==> config.mk <==
export PLATFORM = sky130hd
export DESIGN_NAME = instr_fetch_queue_flat
export DESIGN_NICKNAME = d
export VERILOG_FILES = /design/src/rtl/instr_fetch_queue_if.sv /design/src/rtl/instr_fetch_queue.sv /design/src/flat_wrapper.sv
export SDC_FILE = /design/constraint.sdc
export NUM_CORES = 1
export LEC_CHECK = 0
export ABC_AREA = 0
export CAP_MARGIN = 20
export CORE_MARGIN = 5
export CORE_UTILIZATION = 35
export DETAILED_ROUTE_END_ITERATION = 10
export PLACE_DENSITY = 0.54
export SYNTH_ARGS = -nofsm -noshare
export SYNTH_HDL_FRONTEND = slang
export SYNTH_SLANG_ARGS = --single-unit
==> constraint.sdc <==
create_clock -name clk_in -period 4.3 [get_ports clk_in]
set_input_delay 0.86 -clock clk_in [delete_from_list [all_inputs] [get_ports clk_in]]
set_output_delay 0.86 -clock clk_in [all_outputs]
set_load 0.02 [all_outputs]
==> src/rtl/instr_fetch_queue_if.sv <==
// Fetch/decode-facing bundle of the instruction fetch queue: push side from
// fetch, pop side with pre-split head fields toward decode.
interface instr_fetch_queue_if #(
    parameter int DEPTH    = 4,
    parameter int PC_WIDTH = 32
);
    logic                     flush_in;
    logic                     push_valid_in;
    logic                     push_ready_out;
    logic [31:0]              instr_in;
    logic [PC_WIDTH-1:0]      pc_in;
    logic                     pop_ready_in;
    logic                     pop_valid_out;
    logic [PC_WIDTH-1:0]      pc_out;
    logic [6:0]               opcode_out;
    logic [2:0]               funct3_out;
    logic [6:0]               funct7_out;
    logic [4:0]               rs1_addr_out;
    logic [4:0]               rs2_addr_out;
    logic [4:0]               rd_addr_out;
    logic [11:0]              csr_addr_out;
    logic [24:0]              instr_31_7_out;
    logic [$clog2(DEPTH):0]   count_out;

    // The queue itself
    modport slave (
        input  flush_in, push_valid_in, instr_in, pc_in, pop_ready_in,
        output push_ready_out, pop_valid_out, pc_out, opcode_out, funct3_out,
               funct7_out, rs1_addr_out, rs2_addr_out, rd_addr_out,
               csr_addr_out, instr_31_7_out, count_out
    );

    // Fetch/decode side driving the queue
    modport master (
        output flush_in, push_valid_in, instr_in, pc_in, pop_ready_in,
        input  push_ready_out, pop_valid_out, pc_out, opcode_out, funct3_out,
               funct7_out, rs1_addr_out, rs2_addr_out, rd_addr_out,
               csr_addr_out, instr_31_7_out, count_out
    );
endinterface

==> src/rtl/instr_fetch_queue.sv <==
// Instruction/PC buffer between fetch and decode. The head entry is shown
// pre-split into fields; a NOP is substituted whenever the head is not valid.
module instr_fetch_queue #(
    parameter int          DEPTH     = 4,
    parameter int          PC_WIDTH  = 32,
    parameter logic [31:0] NOP_INSTR = 32'h0000_0013
) (
    input  logic                  clk_in,
    input  logic                  rst_n_in,
    instr_fetch_queue_if.slave    bus
);
    localparam int PTR_W = $clog2(DEPTH);
    localparam int CNT_W = PTR_W + 1;
    localparam logic [CNT_W-1:0] FULL_COUNT = CNT_W'(DEPTH);

    logic [PTR_W-1:0]    wptr_reg, rptr_reg;
    logic [CNT_W-1:0]    count_reg, count_next;
    logic [31:0]         instr_mem [DEPTH];
    logic [PC_WIDTH-1:0] pc_mem    [DEPTH];

    logic                push_ready, pop_valid, push_fire, pop_fire;
    logic [31:0]         head_instr;
    logic [PC_WIDTH-1:0] head_pc;

    // Ready looks only at the registered count: no write-through when full.
    assign push_ready = (count_reg != FULL_COUNT);
    assign pop_valid  = (count_reg != '0) && !bus.flush_in;
    assign push_fire  = bus.push_valid_in && push_ready && !bus.flush_in;
    assign pop_fire   = pop_valid && bus.pop_ready_in;

    // Storage: one register pair per entry, deliberately not reset.
    for (genvar gi = 0; gi < DEPTH; gi++) begin : g_entry
        logic [31:0]         instr_reg;
        logic [PC_WIDTH-1:0] pc_reg;

        always_ff @(posedge clk_in) begin
            if (push_fire && (wptr_reg == PTR_W'(gi))) begin
                instr_reg <= bus.instr_in;
                pc_reg    <= bus.pc_in;
            end
        end

        assign instr_mem[gi] = instr_reg;
        assign pc_mem[gi]    = pc_reg;
    end

    always_comb begin
        count_next = count_reg;
        case ({push_fire, pop_fire})
            2'b10:   count_next = count_reg + 1'b1;
            2'b01:   count_next = count_reg - 1'b1;
            default: count_next = count_reg;
        endcase
    end

    always_ff @(posedge clk_in or negedge rst_n_in) begin
        if (!rst_n_in) begin
            wptr_reg  <= '0;
            rptr_reg  <= '0;
            count_reg <= '0;
        end else if (bus.flush_in) begin
            wptr_reg  <= '0;
            rptr_reg  <= '0;
            count_reg <= '0;
        end else begin
            if (push_fire) wptr_reg <= wptr_reg + 1'b1;
            if (pop_fire)  rptr_reg <= rptr_reg + 1'b1;
            count_reg <= count_next;
        end
    end

    // Head view: NOP and zero PC whenever empty or flushing.
    assign head_instr = pop_valid ? instr_mem[rptr_reg] : NOP_INSTR;
    assign head_pc    = pop_valid ? pc_mem[rptr_reg]    : '0;

    assign bus.push_ready_out = push_ready;
    assign bus.pop_valid_out  = pop_valid;
    assign bus.count_out      = count_reg;
    assign bus.pc_out         = head_pc;
    assign bus.opcode_out     = head_instr[6:0];
    assign bus.rd_addr_out    = head_instr[11:7];
    assign bus.funct3_out     = head_instr[14:12];
    assign bus.rs1_addr_out   = head_instr[19:15];
    assign bus.rs2_addr_out   = head_instr[24:20];
    assign bus.funct7_out     = head_instr[31:25];
    assign bus.csr_addr_out   = head_instr[31:20];
    assign bus.instr_31_7_out = head_instr[31:7];
endmodule

==> src/flat_wrapper.sv <==
// flat-port wrapper written by rule: the top's interface ports become plain ports
module instr_fetch_queue_flat 
#(
    parameter int          DEPTH     = 4,
    parameter int          PC_WIDTH  = 32,
    parameter logic [31:0] NOP_INSTR = 32'h0000_0013
)
  (clk_in, rst_n_in, bus_flush_in, bus_push_valid_in, bus_instr_in, bus_pc_in, bus_pop_ready_in, bus_push_ready_out, bus_pop_valid_out, bus_pc_out, bus_opcode_out, bus_funct3_out, bus_funct7_out, bus_rs1_addr_out, bus_rs2_addr_out, bus_rd_addr_out, bus_csr_addr_out, bus_instr_31_7_out, bus_count_out);
  instr_fetch_queue_if #(.DEPTH(DEPTH), .PC_WIDTH(PC_WIDTH)) bus_i ();
  input  logic clk_in;
  input  logic rst_n_in;
  input wire logic [$bits(bus_i.flush_in)-1:0] bus_flush_in;
  input wire logic [$bits(bus_i.push_valid_in)-1:0] bus_push_valid_in;
  input wire logic [$bits(bus_i.instr_in)-1:0] bus_instr_in;
  input wire logic [$bits(bus_i.pc_in)-1:0] bus_pc_in;
  input wire logic [$bits(bus_i.pop_ready_in)-1:0] bus_pop_ready_in;
  output wire logic [$bits(bus_i.push_ready_out)-1:0] bus_push_ready_out;
  output wire logic [$bits(bus_i.pop_valid_out)-1:0] bus_pop_valid_out;
  output wire logic [$bits(bus_i.pc_out)-1:0] bus_pc_out;
  output wire logic [$bits(bus_i.opcode_out)-1:0] bus_opcode_out;
  output wire logic [$bits(bus_i.funct3_out)-1:0] bus_funct3_out;
  output wire logic [$bits(bus_i.funct7_out)-1:0] bus_funct7_out;
  output wire logic [$bits(bus_i.rs1_addr_out)-1:0] bus_rs1_addr_out;
  output wire logic [$bits(bus_i.rs2_addr_out)-1:0] bus_rs2_addr_out;
  output wire logic [$bits(bus_i.rd_addr_out)-1:0] bus_rd_addr_out;
  output wire logic [$bits(bus_i.csr_addr_out)-1:0] bus_csr_addr_out;
  output wire logic [$bits(bus_i.instr_31_7_out)-1:0] bus_instr_31_7_out;
  output wire logic [$bits(bus_i.count_out)-1:0] bus_count_out;
  assign bus_i.flush_in = bus_flush_in;
  assign bus_i.push_valid_in = bus_push_valid_in;
  assign bus_i.instr_in = bus_instr_in;
  assign bus_i.pc_in = bus_pc_in;
  assign bus_i.pop_ready_in = bus_pop_ready_in;
  assign bus_push_ready_out = bus_i.push_ready_out;
  assign bus_pop_valid_out = bus_i.pop_valid_out;
  assign bus_pc_out = bus_i.pc_out;
  assign bus_opcode_out = bus_i.opcode_out;
  assign bus_funct3_out = bus_i.funct3_out;
  assign bus_funct7_out = bus_i.funct7_out;
  assign bus_rs1_addr_out = bus_i.rs1_addr_out;
  assign bus_rs2_addr_out = bus_i.rs2_addr_out;
  assign bus_rd_addr_out = bus_i.rd_addr_out;
  assign bus_csr_addr_out = bus_i.csr_addr_out;
  assign bus_instr_31_7_out = bus_i.instr_31_7_out;
  assign bus_count_out = bus_i.count_out;
  instr_fetch_queue #(.DEPTH(DEPTH), .PC_WIDTH(PC_WIDTH), .NOP_INSTR(NOP_INSTR)) u_core (.clk_in(clk_in), .rst_n_in(rst_n_in), .bus(bus_i));
endmodule
==> results.md, run 1 <==
- Outcome: finished, final reports clean
- RSZ-0062 raised after global routing: false
- Max VDD drop: 0.347 mV
- Post-synth top area cell: edfxtp_1
- Synth Area in Compound Gates: 0.00716
- Most frequent cell after synthesis: edfxtp_1
- Worst-margin pin slew: 0.751 ns
- Syn Nets: 582
- Num CTS Buffers: 28
- Most common library cells after synthesis: edfxtp_1 (256), and2_1 (65), mux4_2 (64)
- Drt initial violations: 250
- Leak Pwr: 4.28 nW
- Area grow syn2layout: 28.2%
- First-pass GRT wire length: 33400 um
- Initial antenna violation count: 3
- Post-Syn Area: 10500 sq um
- Drt pass-1 iters: 4
- Hold violation total from the final report: 0
- Mux contribution to synthesized area: 0.137
- Cells after Synth: 508
- Port bufs: 174
- CP required: 3.44 ns
- Synth Area in Simple Gates: 0.0538
- Max clock buf depth: 3
- WS Path Type: in -> out
- Post-route DRC: 0
- Root Driver: clkbuf_16
- Die Area: 33500 sq um
- Number of post-CTS setup repair buffers: 0
- Clock tree sinks: 263
- Vias/cell: 4.79
- Period utilisation layout: 0.895
- Main combinational cell family by area after synthesis: multiplexers
- Row count: 63
- Achievable Freq: 260 MHz
- Pin count of the biggest net entering global routing: 45
- Dpl hpwl: 13500 um
- Synth Area in XOR/XNOR: 0.00418
- Die height: 183 um
- Register area share after synthesis: 0.750
- Ys async rst share: 0.0266
- Post-DR wirelength/cell: 20.3 um
- Slew margin rel.: 0.499
- Fin Setup TNS: 0 ns
- Hold Buf Count CTS: 0
- Number of synthesized flops with an enable pin: 256
- PD cells: 466 nW/um^2
- Util after Layout: 0.454
- Share of the synthesized area in the top cell type: 0.733
- CTS-repair resized insts: 0
- Final Wtd Congestion: 0.726
- Diodes inserted: 0
- Critical path data arrival time: 2.99 ns
- Max_cap viols: 0
- CP startpoint kind: input pin
- Core box area: 29600 sq um
- Final ANT Viol Nets: 0
- Synth Area in Adders: 0.00668
- Htree depth: 1
- Crit path launch: bus_flush_in
- Worst-skew pair later-pin latency: 0.52 ns
- Hold Crit Class: reg -> reg
- Vias in the first global route: 5583
- DIE WIDTH: 183 um
- Worst setup path endpoint: bus_csr_addr_out[6]
- Total Nets Final: 740
- Crit path capture type: primary output
- R2R setup slack: 1.69 ns
- Setup Viol. Count Final: 0
- Gr usage total: 0.129
- FF-to-FF Start: u_core.bus.count_out[0]
- Placed cell areas: 12500 sq um
- Ys Warns: 0
- Period minus WS final: 3.85 ns
- Reg clk slew, reported paths: 0.06 ns
- Slew Limit Fails: 0
- Number of synthesized register bits: 263
- RR Endpoint: u_core.g_entry[2].pc_reg[21]
- Syn Area/Cell: 20.6 sq um
- Clock Skews: 0.0102 ns
- Post-Route WL: 21900 um
- Worst hold slack: 0.596 ns
- Grt ovf: 0
- Main flop type after synthesis: edfxtp_1
- # IOs: 175
- Library cells used by synthesis: 32
- Share of cells above drive strength 1: 0.189
- Cell area after layout: 13400 sq um
- Power, Total: 6.26 mW
- Cell count of the worst reg-to-reg path: 4
- Max Fanout on Critical Path: 42
- Vias: 5164
- Initial Utilization: 0.354
- CTS tree: done
- Area contributors post-synth: edfxtp_1 (73%), mux4_2 (14%), and2_1 (3.9%)
layout by cell type, fill, tap and decap left out, drive strengths merged, types with 5 or more instances in the layout:
cell type / instances
and2: 65
edfxtp: 256
a21oi: 5
clkbuf: 35
clkinv: 12
mux4: 64
buf: 15
clkdlybuf4s50: 174
dfrtp: 7
nor2: 8
metal layers:
layer	track usage	wire, um	vias to the layer above
met1	0.175	9580	2681
met2	0.210	10500	155
li1	-	-	2299
met5	0	27	-
met3	0.0381	1600	25
met4	0.0223	218	4
power breakdown:
part | switching [mW] | total [mW] | internal [mW]
clock network | 0.926 | 2.40 | 1.47
logic | 0.430 | 0.895 | 0.464
registers | 0.0610 | 2.97 | 2.91
total | 1.42 | 6.26 | 4.85
final cells by class:
| class | instances | area [sq um] |
|---|---|---|
| Clock inverter | 17 | 186 |
| Clock buffer | 35 | 748 |
| Sequential cell | 263 | 7870 |
| Tap cell | 390 | 488 |
| Fill cell | 2575 | 16200 |
| Inverter | 4 | 15.0 |
| Timing Repair Buffer | 189 | 1930 |
| Multi-Input combinational cell | 180 | 2210 |
metrics by stage:
stage               instances  setup slack (ns)
floorplan                 508             0.958
global route             1078             0.271
finish                   1078             0.450
detailed placement       1026             0.425
CTS                      1078             0.412
global placement         1026             0.458
cell families (layout without fill, tap and decap cells):
| logic type | count (synthesis) | after routing |
|---|---|---|
| adder cells (fa/ha/maj) | 5 | 5 |
| flip-flops | 263 | 263 |
| multiplexers | 64 | 64 |
| AO/OA/AOI/OAI | 12 | 12 |
| XOR/XNOR | 5 | 5 |
| buffers and inverters | 65 | 245 |
| AND/OR/NAND/NOR | 94 | 94 |
worst max-delay path, stage by stage:
cell	delay [ns]
clkdlybuf4s50_1	0.63
nor2_4	0.20
buf_4	0.41
and2_1	0.25
clkdlybuf4s50_1	0.62
worst min-delay path by stage:
stage | start | endpoint | slack, ns | depth (start not counted)
4_1_cts | rst_n_in | u_core.wptr_reg[0] | 0.59 | 1
3_5_place_dp | u_core.wptr_reg[1] | u_core.wptr_reg[1] | 0.57 | 2
6_report | u_core.wptr_reg[1] | u_core.wptr_reg[1] | 0.60 | 2
5_1_grt | rst_n_in | u_core.wptr_reg[0] | 0.63 | 1
3_3_place_gp | u_core.wptr_reg[1] | u_core.wptr_reg[1] | 0.57 | 2
2_1_floorplan | u_core.wptr_reg[1] | u_core.wptr_reg[1] | 0.54 | 2
No activity file was read; power rests on OpenSTA's default activity.
==> run 2, diff against run 1 <==
--- a/config.mk
+++ b/config.mk
@@ -7,10 +7,13 @@
 export LEC_CHECK = 0
 export ABC_AREA = 0
 export CAP_MARGIN = 20
+export CELL_PAD_IN_SITES_DETAIL_PLACEMENT = 1
+export CELL_PAD_IN_SITES_GLOBAL_PLACEMENT = 1
 export CORE_MARGIN = 5
 export CORE_UTILIZATION = 35
+export CTS_CLUSTER_DIAMETER = 200
 export DETAILED_ROUTE_END_ITERATION = 10
-export PLACE_DENSITY = 0.54
+export PLACE_DENSITY = 0.62
 export SYNTH_ARGS = -nofsm -noshare
 export SYNTH_HDL_FRONTEND = slang
 export SYNTH_SLANG_ARGS = --single-unit
==> run 2 against run 1 <==
Effect of this change:
- clock skew grew 0.012 ns
- critical path type is now reg -> out
- non-clock buffer count fell by 1
- register-to-register slack gained 0.18 ns
- clock power rose by 4%
- worst setup slack improved by 0.087 ns
- combinational power up 1%
- global-route usage grew 0.36 points
- maximum frequency is 2.3% higher
- critical path depth is 1 lower
- flip-flop and latch count unchanged
- sequential share of layout area down 0.21 points
- via count about the same
==> results.md, run 2 (synthesized netlist as in run 1, its figures left out) <==
- # IOs: 175 (unchanged)
- Worst path bufs/invs: 2 (-1)
- Commonest non-fill, non-tap cell in the layout: edfxtp_1
- Vias/cell: 4.78 (-0.19%)
- Post-DR wirelength/cell: 20.9 um (+2.6%)
- Diodes inserted: 0 (unchanged)
- Initial antenna violation count: 4 (+1)
- Hold Buf Count CTS: 0 (unchanged)
- Hold Crit Class: in -> async
- CTS-repair resized insts: 0 (unchanged)
- Num CTS Buffers: 29 (+3.6%)
- Multi-input gate area: 2210 sq um (unchanged)
- Worst-margin pin slew: 0.610 ns (-0.141 ns)
- Top delay family on crit path: buffers and inverters
- Max Fanout on Critical Path: 33 (-21%)
- Initial Utilization: 0.354 (unchanged)
- Max VDD drop: 0.313 mV (-9.9%)
- Vias in the first global route: 5919 (+6.0%)
- Place WS: 0.688 ns (+0.263 ns)
- Total Nets Final: 740 (unchanged)
- CTS tree: done
- Outcome: finished, final reports clean
- CP Cell Sequence: buf_12, mux4_2, and2_1, clkdlybuf4s50_1
- Crit path capture type: primary output
- Most frequent cells in the layout: edfxtp_1 (256), clkdlybuf4s50_1 (174), mux4_2 (64)
- Post-route DRC: 0 (unchanged)
- Final ANT Viol Nets: 0 (unchanged)
- CP max stage delay: 0.69 ns (+0.06 ns)
- Post-Route WL: 22500 um (+2.7%)
- Critical path data arrival time: 2.90 ns (-0.09 ns)
- WS Path Type: reg -> out
- Number of post-CTS setup repair buffers: 0 (unchanged)
- Clock Skews: 0.0219 ns (+0.0118 ns)
- Reg clk slew, reported paths: 0.06 ns (about the same)
- Vias: 5159 (-0.097%)
- Share of cells above drive strength 1: 0.193 (+0.00408)
- Final Wtd Congestion: 0.697 (-4.0%)
- Fillcell total: 2801 (+8.8%)
- Pin count of the biggest net entering global routing: 64 (+42%)
- Drt pass-1 iters: 4 (unchanged)
- DIE WIDTH: 183 um (unchanged)
- Highest-delay cell along the critical path: dfrtp_4
- Fin Setup TNS: 0 ns (unchanged)
- Die height: 183 um (unchanged)
- Worst-skew pair later-pin latency: 0.54 ns (+0.02 ns)
- Htree depth: 1 (unchanged)
- Dpl hpwl: 13900 um (+3.1%)
- Slew margin rel.: 0.593 (+0.0942)
- CP startpoint kind: flip-flop
- Drt initial violations: 302 (+21%)
- Gr usage total: 0.132 (+0.00361)
- Slew Limit Fails: 0 (unchanged)
- Max_cap viols: 0 (unchanged)
- Die Area: 33500 sq um (unchanged)
- R2R setup slack: 1.87 ns (+0.18 ns)
- First-pass GRT wire length: 34600 um (+3.4%)
- CP required: 3.44 ns (about the same)
- PD cells: 471 nW/um^2 (+1.2%)
- Period utilisation layout: 0.875 (-0.0201)
- Root Driver: clkbuf_16
- Max clock buf depth: 3 (unchanged)
- Register area: 7870 sq um (unchanged)
- Row count: 63 (unchanged)
- Clock tree sinks: 263 (unchanged)
- Util after Layout: 0.455 (+0.00160)
- Setup Viol. Count Final: 0 (unchanged)
- Area grow syn2layout: 28.7%
- Leak Pwr: 4.30 nW (+0.47%)
- Achievable Freq: 266 MHz (+2.3%)
- RSZ-0062 raised after global routing: false
- Hold violation total from the final report: 0 (unchanged)
- Period minus WS final: 3.76 ns (-0.0866 ns)
- Grt ovf: 0 (unchanged)
- Port bufs: 174 (unchanged)
- Core box area: 29600 sq um (unchanged)
- Worst Slack Setup Final: 0.537 ns (+0.0866 ns)
## run 2: worst paths after layout
| check | cells past startpoint | startpoint | to |
|---|---|---|---|
| worst max-delay path | 4 | u_core.rptr_reg[0] | bus_pc_out[10] |
| worst min-delay path | 1 | rst_n_in | u_core.rptr_reg[1] |
| worst max register to register | 7 | u_core.bus.count_out[0] | u_core.bus.count_out[1] |
| worst min register to register | 2 | u_core.wptr_reg[1] | u_core.wptr_reg[1] |
| max in group asynchronous | 1 | rst_n_in | u_core.rptr_reg[0] |
| min in group clk_in | 2 | u_core.wptr_reg[1] | u_core.wptr_reg[1] |
## run 2: per-layer routing
| layer | part of all wire | track usage | wire (um) |
|---|---|---|---|
| met1 | 0.41 | 0.169 | 9280 |
| met2 | 0.50 | 0.229 | 11300 |
| met3 | 0.068 | 0.0357 | 1540 |
| met4 | 0.014 | 0.0253 | 323 |
| met5 | 0.0018 | 0 | 40 |
## run 2: per-stage QoR
stage	area, sq um	std cells	total power, mW	hold slack [ns]
finish	13500	1079	6.36	0.613
global placement	12500	1025	3.93	0.556
CTS	13500	1079	6.47	0.595
detailed placement	12500	1025	3.95	0.621
global route	13500	1079	6.63	0.616
floorplan	10500	508	3.57	0.543
## run 2: power breakdown
part / total (mW) / switching [mW] / internal (mW)
clock: 2.49 / 0.955 / 1.53
combinational: 0.905 / 0.440 / 0.465
sequential: 2.97 / 0.0554 / 2.91
total: 6.36 / 1.45 / 4.91
## run 2: final cells by class
class                           instances  share of cell area
Clock buffer                           39              0.0588
Inverter                                4             0.00111
Multi-Input combinational cell        180               0.164
Timing Repair Buffer                  188               0.143
Sequential cell                       263               0.583
Clock inverter                         15              0.0136
Tap cell                              390              0.0362
